[src/rtl/kanade_pkg.sv]
// Shared kanade32 encodings: ALU op codes, opcode/funct values and datapath mux selects.
// Values are fixed by the existing ALU and datapath, so do not renumber them.
package kanade_pkg;

    localparam logic [2:0] ALU_AND = 3'd0;
    localparam logic [2:0] ALU_OR  = 3'd1;
    localparam logic [2:0] ALU_ADD = 3'd2;
    localparam logic [2:0] ALU_SUB = 3'd6;
    localparam logic [2:0] ALU_SLT = 3'd7;

    localparam logic [5:0] OPC_RTYPE = 6'h00;
    localparam logic [5:0] OPC_J     = 6'h02;
    localparam logic [5:0] OPC_BEQ   = 6'h04;
    localparam logic [5:0] OPC_ADDI  = 6'h08;
    localparam logic [5:0] OPC_LW    = 6'h23;
    localparam logic [5:0] OPC_SW    = 6'h2B;

    localparam logic [5:0] FN_ADD = 6'h20;
    localparam logic [5:0] FN_SUB = 6'h22;
    localparam logic [5:0] FN_AND = 6'h24;
    localparam logic [5:0] FN_OR  = 6'h25;
    localparam logic [5:0] FN_SLT = 6'h2A;

    localparam logic [1:0] PCSRC_ALU    = 2'd0;
    localparam logic [1:0] PCSRC_ALUOUT = 2'd1;
    localparam logic [1:0] PCSRC_JUMP   = 2'd2;

    localparam logic [1:0] ALUB_REG     = 2'd0;
    localparam logic [1:0] ALUB_FOUR    = 2'd1;
    localparam logic [1:0] ALUB_IMM     = 2'd2;
    localparam logic [1:0] ALUB_IMM_SH2 = 2'd3;

endpackage

[src/rtl/funct_dec.sv]
// Combinational R-type funct decoder; shared with the pipelined control path.
// Unknown funct codes report valid=0 and fall back to ADD.
module funct_dec
    import kanade_pkg::*;
(
    input  logic [5:0] funct,
    output logic [2:0] alu_op,
    output logic       valid
);

    always_comb begin
        alu_op = ALU_ADD;
        valid  = 1'b1;
        case (funct)
            FN_ADD:  alu_op = ALU_ADD;
            FN_SUB:  alu_op = ALU_SUB;
            FN_AND:  alu_op = ALU_AND;
            FN_OR:   alu_op = ALU_OR;
            FN_SLT:  alu_op = ALU_SLT;
            default: valid  = 1'b0;
        endcase
    end

endmodule

[src/rtl/mc_ctrl.sv]
// Multi-cycle main controller for kanade32: sequences fetch/decode/execute/mem/writeback.
// Outputs are Moore-decoded from state, except mem_ready/zero gating of ir_write and pc_en.
module mc_ctrl
    import kanade_pkg::*;
(
    input  logic       clk,
    input  logic       rst,
    input  logic [5:0] opcode,
    input  logic [5:0] funct,
    input  logic       zero,
    input  logic       mem_ready,
    output logic       mem_read,
    output logic       mem_write,
    output logic       iord,
    output logic       ir_write,
    output logic       pc_en,
    output logic [1:0] pc_source,
    output logic       alu_src_a,
    output logic [1:0] alu_src_b,
    output logic [2:0] alu_op,
    output logic       reg_write,
    output logic       reg_dst,
    output logic       mem_to_reg,
    output logic       illegal
);

    typedef enum logic [3:0] {
        S_FETCH, S_DECODE, S_MEM_ADDR, S_MEM_RD, S_MEM_WB, S_MEM_WR,
        S_R_EXEC, S_R_WB, S_I_EXEC, S_I_WB, S_BRANCH, S_JUMP, S_ILLEGAL
    } state_e;

    state_e state_q, state_d;

    logic [2:0] fd_alu_op;
    logic       fd_valid;

    logic       pc_write, pc_write_cond;
    logic       mem_read_c, mem_write_c, iord_c, ir_write_c, pc_en_c;
    logic [1:0] pc_source_c, alu_src_b_c;
    logic       alu_src_a_c;
    logic [2:0] alu_op_c;
    logic       reg_write_c, reg_dst_c, mem_to_reg_c, illegal_c;

    funct_dec u_funct_dec (
        .funct  (funct),
        .alu_op (fd_alu_op),
        .valid  (fd_valid)
    );

    always_ff @(posedge clk or posedge rst) begin
        if (rst) state_q <= S_FETCH;
        else     state_q <= state_d;
    end

    always_comb begin
        state_d       = state_q;
        pc_write      = 1'b0;
        pc_write_cond = 1'b0;
        mem_read_c    = 1'b0;
        mem_write_c   = 1'b0;
        iord_c        = 1'b0;
        ir_write_c    = 1'b0;
        pc_source_c   = PCSRC_ALU;
        alu_src_a_c   = 1'b0;
        alu_src_b_c   = ALUB_REG;
        alu_op_c      = ALU_ADD;
        reg_write_c   = 1'b0;
        reg_dst_c     = 1'b0;
        mem_to_reg_c  = 1'b0;
        illegal_c     = 1'b0;

        case (state_q)
            S_FETCH: begin
                mem_read_c  = 1'b1;
                alu_src_b_c = ALUB_FOUR;
                if (mem_ready) begin
                    ir_write_c = 1'b1;
                    pc_write   = 1'b1;
                    state_d    = S_DECODE;
                end
            end
            S_DECODE: begin
                // Branch target is computed speculatively here into ALUOut.
                alu_src_b_c = ALUB_IMM_SH2;
                case (opcode)
                    OPC_RTYPE:      state_d = S_R_EXEC;
                    OPC_LW, OPC_SW: state_d = S_MEM_ADDR;
                    OPC_BEQ:        state_d = S_BRANCH;
                    OPC_J:          state_d = S_JUMP;
                    OPC_ADDI:       state_d = S_I_EXEC;
                    default:        state_d = S_ILLEGAL;
                endcase
            end
            S_R_EXEC: begin
                alu_src_a_c = 1'b1;
                alu_op_c    = fd_alu_op;
                state_d     = fd_valid ? S_R_WB : S_ILLEGAL;
            end
            S_R_WB: begin
                reg_write_c = 1'b1;
                reg_dst_c   = 1'b1;
                state_d     = S_FETCH;
            end
            S_MEM_ADDR: begin
                alu_src_a_c = 1'b1;
                alu_src_b_c = ALUB_IMM;
                state_d     = (opcode == OPC_LW) ? S_MEM_RD : S_MEM_WR;
            end
            S_MEM_RD: begin
                mem_read_c = 1'b1;
                iord_c     = 1'b1;
                if (mem_ready) state_d = S_MEM_WB;
            end
            S_MEM_WB: begin
                reg_write_c  = 1'b1;
                mem_to_reg_c = 1'b1;
                state_d      = S_FETCH;
            end
            S_MEM_WR: begin
                mem_write_c = 1'b1;
                iord_c      = 1'b1;
                if (mem_ready) state_d = S_FETCH;
            end
            S_I_EXEC: begin
                alu_src_a_c = 1'b1;
                alu_src_b_c = ALUB_IMM;
                state_d     = S_I_WB;
            end
            S_I_WB: begin
                reg_write_c = 1'b1;
                state_d     = S_FETCH;
            end
            S_BRANCH: begin
                alu_src_a_c   = 1'b1;
                alu_op_c      = ALU_SUB;
                pc_write_cond = 1'b1;
                pc_source_c   = PCSRC_ALUOUT;
                state_d       = S_FETCH;
            end
            S_JUMP: begin
                pc_write    = 1'b1;
                pc_source_c = PCSRC_JUMP;
                state_d     = S_FETCH;
            end
            S_ILLEGAL: begin
                illegal_c = 1'b1;
            end
            default: state_d = S_ILLEGAL;
        endcase

        pc_en_c = pc_write | (pc_write_cond & zero);
    end

    // Reset masks every output combinationally so an in-flight request drops instantly.
    assign mem_read   = mem_read_c   & ~rst;
    assign mem_write  = mem_write_c  & ~rst;
    assign iord       = iord_c       & ~rst;
    assign ir_write   = ir_write_c   & ~rst;
    assign pc_en      = pc_en_c      & ~rst;
    assign pc_source  = rst ? 2'd0 : pc_source_c;
    assign alu_src_a  = alu_src_a_c  & ~rst;
    assign alu_src_b  = rst ? 2'd0 : alu_src_b_c;
    assign alu_op     = rst ? 3'd0 : alu_op_c;
    assign reg_write  = reg_write_c  & ~rst;
    assign reg_dst    = reg_dst_c    & ~rst;
    assign mem_to_reg = mem_to_reg_c & ~rst;
    assign illegal    = illegal_c    & ~rst;

endmodule

[config.mk]
export PLATFORM = sky130hd
export DESIGN_NAME = mc_ctrl
export DESIGN_NICKNAME = d
export VERILOG_FILES = /design/src/rtl/kanade_pkg.sv /design/src/rtl/funct_dec.sv /design/src/rtl/mc_ctrl.sv
export SDC_FILE = /design/constraint.sdc
export NUM_CORES = 1
export LEC_CHECK = 0
export ABC_AREA = 1
export CORE_MARGIN = 5
export CORE_UTILIZATION = 39
export DETAILED_ROUTE_END_ITERATION = 8
export PLACE_DENSITY_LB_ADDON = 0.05
export SYNTH_ARGS = -nofsm -noshare
export SYNTH_HDL_FRONTEND = slang
export SYNTH_SLANG_ARGS = --single-unit
[constraint.sdc]
create_clock -name clk -period 1.6 [get_ports clk]
set_clock_uncertainty 0.2 [all_clocks]
set_input_delay 0.32 -clock clk [delete_from_list [all_inputs] [get_ports clk]]
set_output_delay 0.32 -clock clk [all_outputs]
set_load 0.02 [all_outputs]
==> impl_results.md, run 1 <==
- Status: aborted with a tool error
- Failed at: clock tree synthesis (4_1_cts)
- Run Error: [ERROR DPL-0038] Utilization greater than 100%, impossible to legalize
- I/O pins: 33
- Chip width: 50.5 um
- Yosys cell types: 15
- Max Buffers Root-to-Sink: 2
- Post-Synth XOR/XNOR Area: 0%
- I/O Buffers: 32
- Cell accounting for the most synthesized area: nor2_1
- Fraction of registers with async set/reset: 100%
- Syn nets: 145
- Largest family of logic cells by synthesized area: simple AND/OR/NAND/NOR gates
- Commonest cells post-synth: nor2_1, nand2_1, inv_1
- Rows: 14
- CTS Hold Bufs: 0
- Dpl cell area: 0.00136 mm^2
- Gate Count Post-Synth: 129
- Starting density of the core: 42.0%
- Avg Cell Area, Syn: 4.97 um^2
- Post-synth top area share: 17.6%
- Mux contribution to synthesized area: 0%
- Synthesized-area fraction occupied by adder cells: 0%
- FF+latch count, synth: 4
- Clk root buf: clkbuf_4
- Synth area leaders: nor2_1, nand2_1, dfrtp_1
- Post-DP HPWL: 2.28 mm
- Post-synth EDFFs: 0
- Count leader, synth: nor2_1
- Main synth FF type: dfrtp_1
- Compound-cell area share of the yosys netlist: 8.59%
- Sequential share of the synthesized area: 15.6%
- Clk sink count: 4
- Placer congestion estimate: 0.866
- Total CTS buffers: 3
- Post-CTS Setup Inserts: 11
- H-tree lvl count: 1
- Die H: 50.5 um
- Cell Area, Synth: 641 um^2
- Post-synthesis simple-gate area fraction: 60.0%
- Post-CTS Resized: 149
- Syn. warnings: 0
stage by stage:
stage / TNS [ns] / instances / util (%) / setup slack (ns)
3_5_place_dp: -14.84 / 212 / 89.1 / -0.910
3_3_place_gp: -14.15 / 212 / 89.1 / -0.857
2_1_floorplan: -0.513 / 129 / - / -0.129
kinds of logic after synthesis:
logic type / Yosys count
AOI/OAI and AO/OA: 10
buffers and inverters: 27
and+or+nand+nor: 88
DFF: 4
==> run 2, diff against run 1 <==
--- a/config.mk
+++ b/config.mk
@@ -6,10 +6,10 @@
 export NUM_CORES = 1
 export LEC_CHECK = 0
 export ABC_AREA = 1
-export CORE_MARGIN = 5
-export CORE_UTILIZATION = 39
+export CORE_AREA = 5 5 66 68
 export DETAILED_ROUTE_END_ITERATION = 8
-export PLACE_DENSITY_LB_ADDON = 0.05
+export DIE_AREA = 0 0 71 73
+export PLACE_DENSITY_LB_ADDON = 0.15
 export SYNTH_ARGS = -nofsm -noshare
 export SYNTH_HDL_FRONTEND = slang
 export SYNTH_SLANG_ARGS = --single-unit
==> run 2 against run 1 <==
- the flow now finishes, with violations (negative setup slack)
- synthesized cell count unchanged
- area after synthesis unchanged
==> impl_results.md, run 2 <==
- Vias: 1105
- Reg2reg path depth: 10
- Max Buffers Root-to-Sink: 2 (unchanged)
- Failing checks: negative setup slack
- I/O Buffers: 32 (unchanged)
- CTS tree: done
- Setup crit start kind: flop
- Final ANT Viol Nets: 0
- Switching Share: 24.8%
- Avg Cell Area, Syn: 4.97 um^2 (unchanged)
- First DRT Iteration DRCs: 30
- Count leader, synth: nor2_1
- Main synth FF type: dfrtp_1
- DRC violations left: 0
- # setup viols final: 19
- Sequential Power Share: 22.6%
- Setup slack at placement: -0.887 ns (+0.0226 ns)
- Post-route setup slack: -0.334 ns
- Via density: 4.19
- Syn. warnings: 0 (unchanged)
- Chip width: 71 um (+41%)
- Critical path data arrival time: 1.41 ns
- H-tree lvl count: 1 (unchanged)
- P_sw: 112 uW
- Pwr Density: 249 mW/mm^2
- Reg with most FFs: state_q
- Initial antenna violation count: 0
- Critical path peak fanout: 5
- Clk sink count: 4 (unchanged)
- CP bufs+invs: 2
- Commonest cells post-synth: nor2_1, nand2_1, inv_1
- Post-layout minimum cycle time: 1.93 ns
- Rows: 23 (+9)
- Routed WL: 2.91 mm
- Vias in the first global route: 1141
- Final worst path period share: 121%
- Hold Fails Final Rpt: 0
- Synth area leaders: nor2_1, nand2_1, dfrtp_1
- Gate Count Post-Synth: 129 (unchanged)
- CP max-delay cell: dfrtp_1
- Crit. End Element: primary output
- Total power: 451 uW
- F_max: 0.517 GHz
- Cell accounting for the most synthesized area: nor2_1
- Peak VDD IR: 0.000233 V
- Total CTS buffers: 3 (unchanged)
- CP max stage delay: 0.39 ns
- Reg2reg start: state_q[2]
- Synthesis-to-finish area growth: 182%
- M3 GR Usage: 1.79%
- Core Region: 0.00380 mm^2
- ANT cells: 0
- CP delay by family, top: flip-flops
- Leakage power: 0.897 nW
- Slew HR: 84.1%
- RSZ-0062 raised after global routing: yes
- Sequential share of the synthesized area: 15.6% (unchanged)
- CP required: 1.08 ns
- Largest net degree at the start of global routing: 8
- Post-synth EDFFs: 0 (unchanged)
- Final hold slack: 0.178 ns
- Gate power share: 29.1%
- Max reg flops: 4
- Crit Path Class: reg2out
- CTS Hold Bufs: 0 (unchanged)
- Max-Cap Viols: 0
- DR pass1 iterations: 2
- Fraction of registers with async set/reset: 100% (unchanged)
- Post-synth top area share: 17.6% (unchanged)
- Worst-skew pair later-pin latency: 0.21 ns
- End of the worst register-to-register path: state_q[2]
- FF-to-FF setup slack: -0.14 ns
- Hold Path Class: in2async
- Clk slew on worst S/H paths: 0.03 ns
- Share of cells above drive strength 1: 62.1%
- Most frequent cells in the layout: buf_4, buf_6, nor2_1, inv_1, nand2_1
- Internal: 339 uW
- Worst-margin pin slew: 0.237 ns
- GRT met1 Usage: 13.8%
- Die H: 73 um (+44%)
- Clk root buf: clkbuf_8
- All-Layer GR Usage: 11.3%
- Gr ovfl total: 0
- Met2 global-route usage: 21.5%
- First-pass GRT wire length: 4.94 mm
- Commonest non-fill, non-tap cell in the layout: buf_4
- Routed wire per std cell: 11.0 um
- Die area: 0.00518 mm^2
- GRT Max-Usage Layer: met2
- Placer congestion estimate: 0.821 (-5.2%)
- Crit-path cells: buf_4 > nor2_4 > nand3_4 > a31oi_4 > buf_6
- Syn nets: 145 (unchanged)
- Starting density of the core: 16.9% (-25 points)
- Post-DP HPWL: 2.21 mm (-3.2%)
- FF+latch count, synth: 4 (unchanged)
- Cell Area, Synth: 641 um^2 (unchanged)
- Setup TNS: -4.61 ns
- Slew Viols, Final: 0
- Clock group share of total power: 48.3%
- NumNets Final: 231
- I/O pins: 33 (unchanged)
- Largest regs: state_q (4)
- Yosys cell types: 15 (unchanged)
- Status: finished, violations left
run 2: cell counts after synthesis:
No cell type changed its count.
run 2: power groups by stage:
stage | combinational [mW] | clock [mW] | sequential (mW)
global placement | 0.116 | 0 | 0.103
detailed placement | 0.118 | 0 | 0.103
global route | 0.145 | 0.230 | 0.102
finish | 0.131 | 0.218 | 0.102
floorplan | 0.0433 | 0 | 0.103
CTS | 0.125 | 0.223 | 0.102
run 2: area by class of cell:
type / count / area, um^2
Inverter: 25 / 111
Clock buffer: 4 / 45.0
Tap cell: 50 / 62.6
Multi-Input combinational cell: 98 / 738
Sequential cell: 4 / 104
Timing Repair Buffer: 83 / 748
Fill cell: 395 / 1990
run 2: worst register-to-register path, cell delays in order, from the launching register on:
cell,delay [ns]
dfrtp_1,0.39
buf_4,0.15
nor2_4,0.22
nand2_2,0.10
buf_4,0.14
buf_4,0.13
nand3_2,0.08
nand2_2,0.07
nand3_2,0.07
nor2_1,0.04
nor2_1,0.08
run 2: what timing repair did:
action	4_1_cts	5_1_grt
gates resized for setup	156	35
setup endpoints to repair	20	21
pin swaps	27	15
setup buffers	10	6
run 2: cell families after synthesis:
family          after synthesis  synth area share [%]
flops                         4                  15.6
compound gates               10                  8.59
buf+inv                      27                  15.8
simple gates                 88                  60.0
run 2: worst max path at each step:
stage                     from   endpoint  slack (ns)  cells past startpoint
CTS                 state_q[3]  reg_write       -0.30                      5
global route        state_q[2]  alu_op[2]       -0.40                      8
floorplan           state_q[1]  reg_write       -0.13                      5
finish              state_q[2]      pc_en       -0.33                      5
global placement      funct[2]  alu_op[0]       -0.86                      8
detailed placement    funct[1]  alu_op[0]       -0.89                      8
run 2: per-stage QoR:
step / cells / utilization (%) / instance area (um^2)
final: 264 / 47.6 / 1810
after global routing: 264 / 47.6 / 1810
after CTS: 259 / 43.9 / 1670
after detailed placement: 247 / 37.1 / 1410
after global placement: 247 / 37.1 / 1410
after floorplan: 129 / - / 751
run 2: per-layer routing:
layer,vias up,routed length (um)
met5,-,0
met3,0,122
met4,0,0
met1,497,1270
met2,25,1510
li1,583,-
Note: power is estimated with default switching activity, not from simulation.
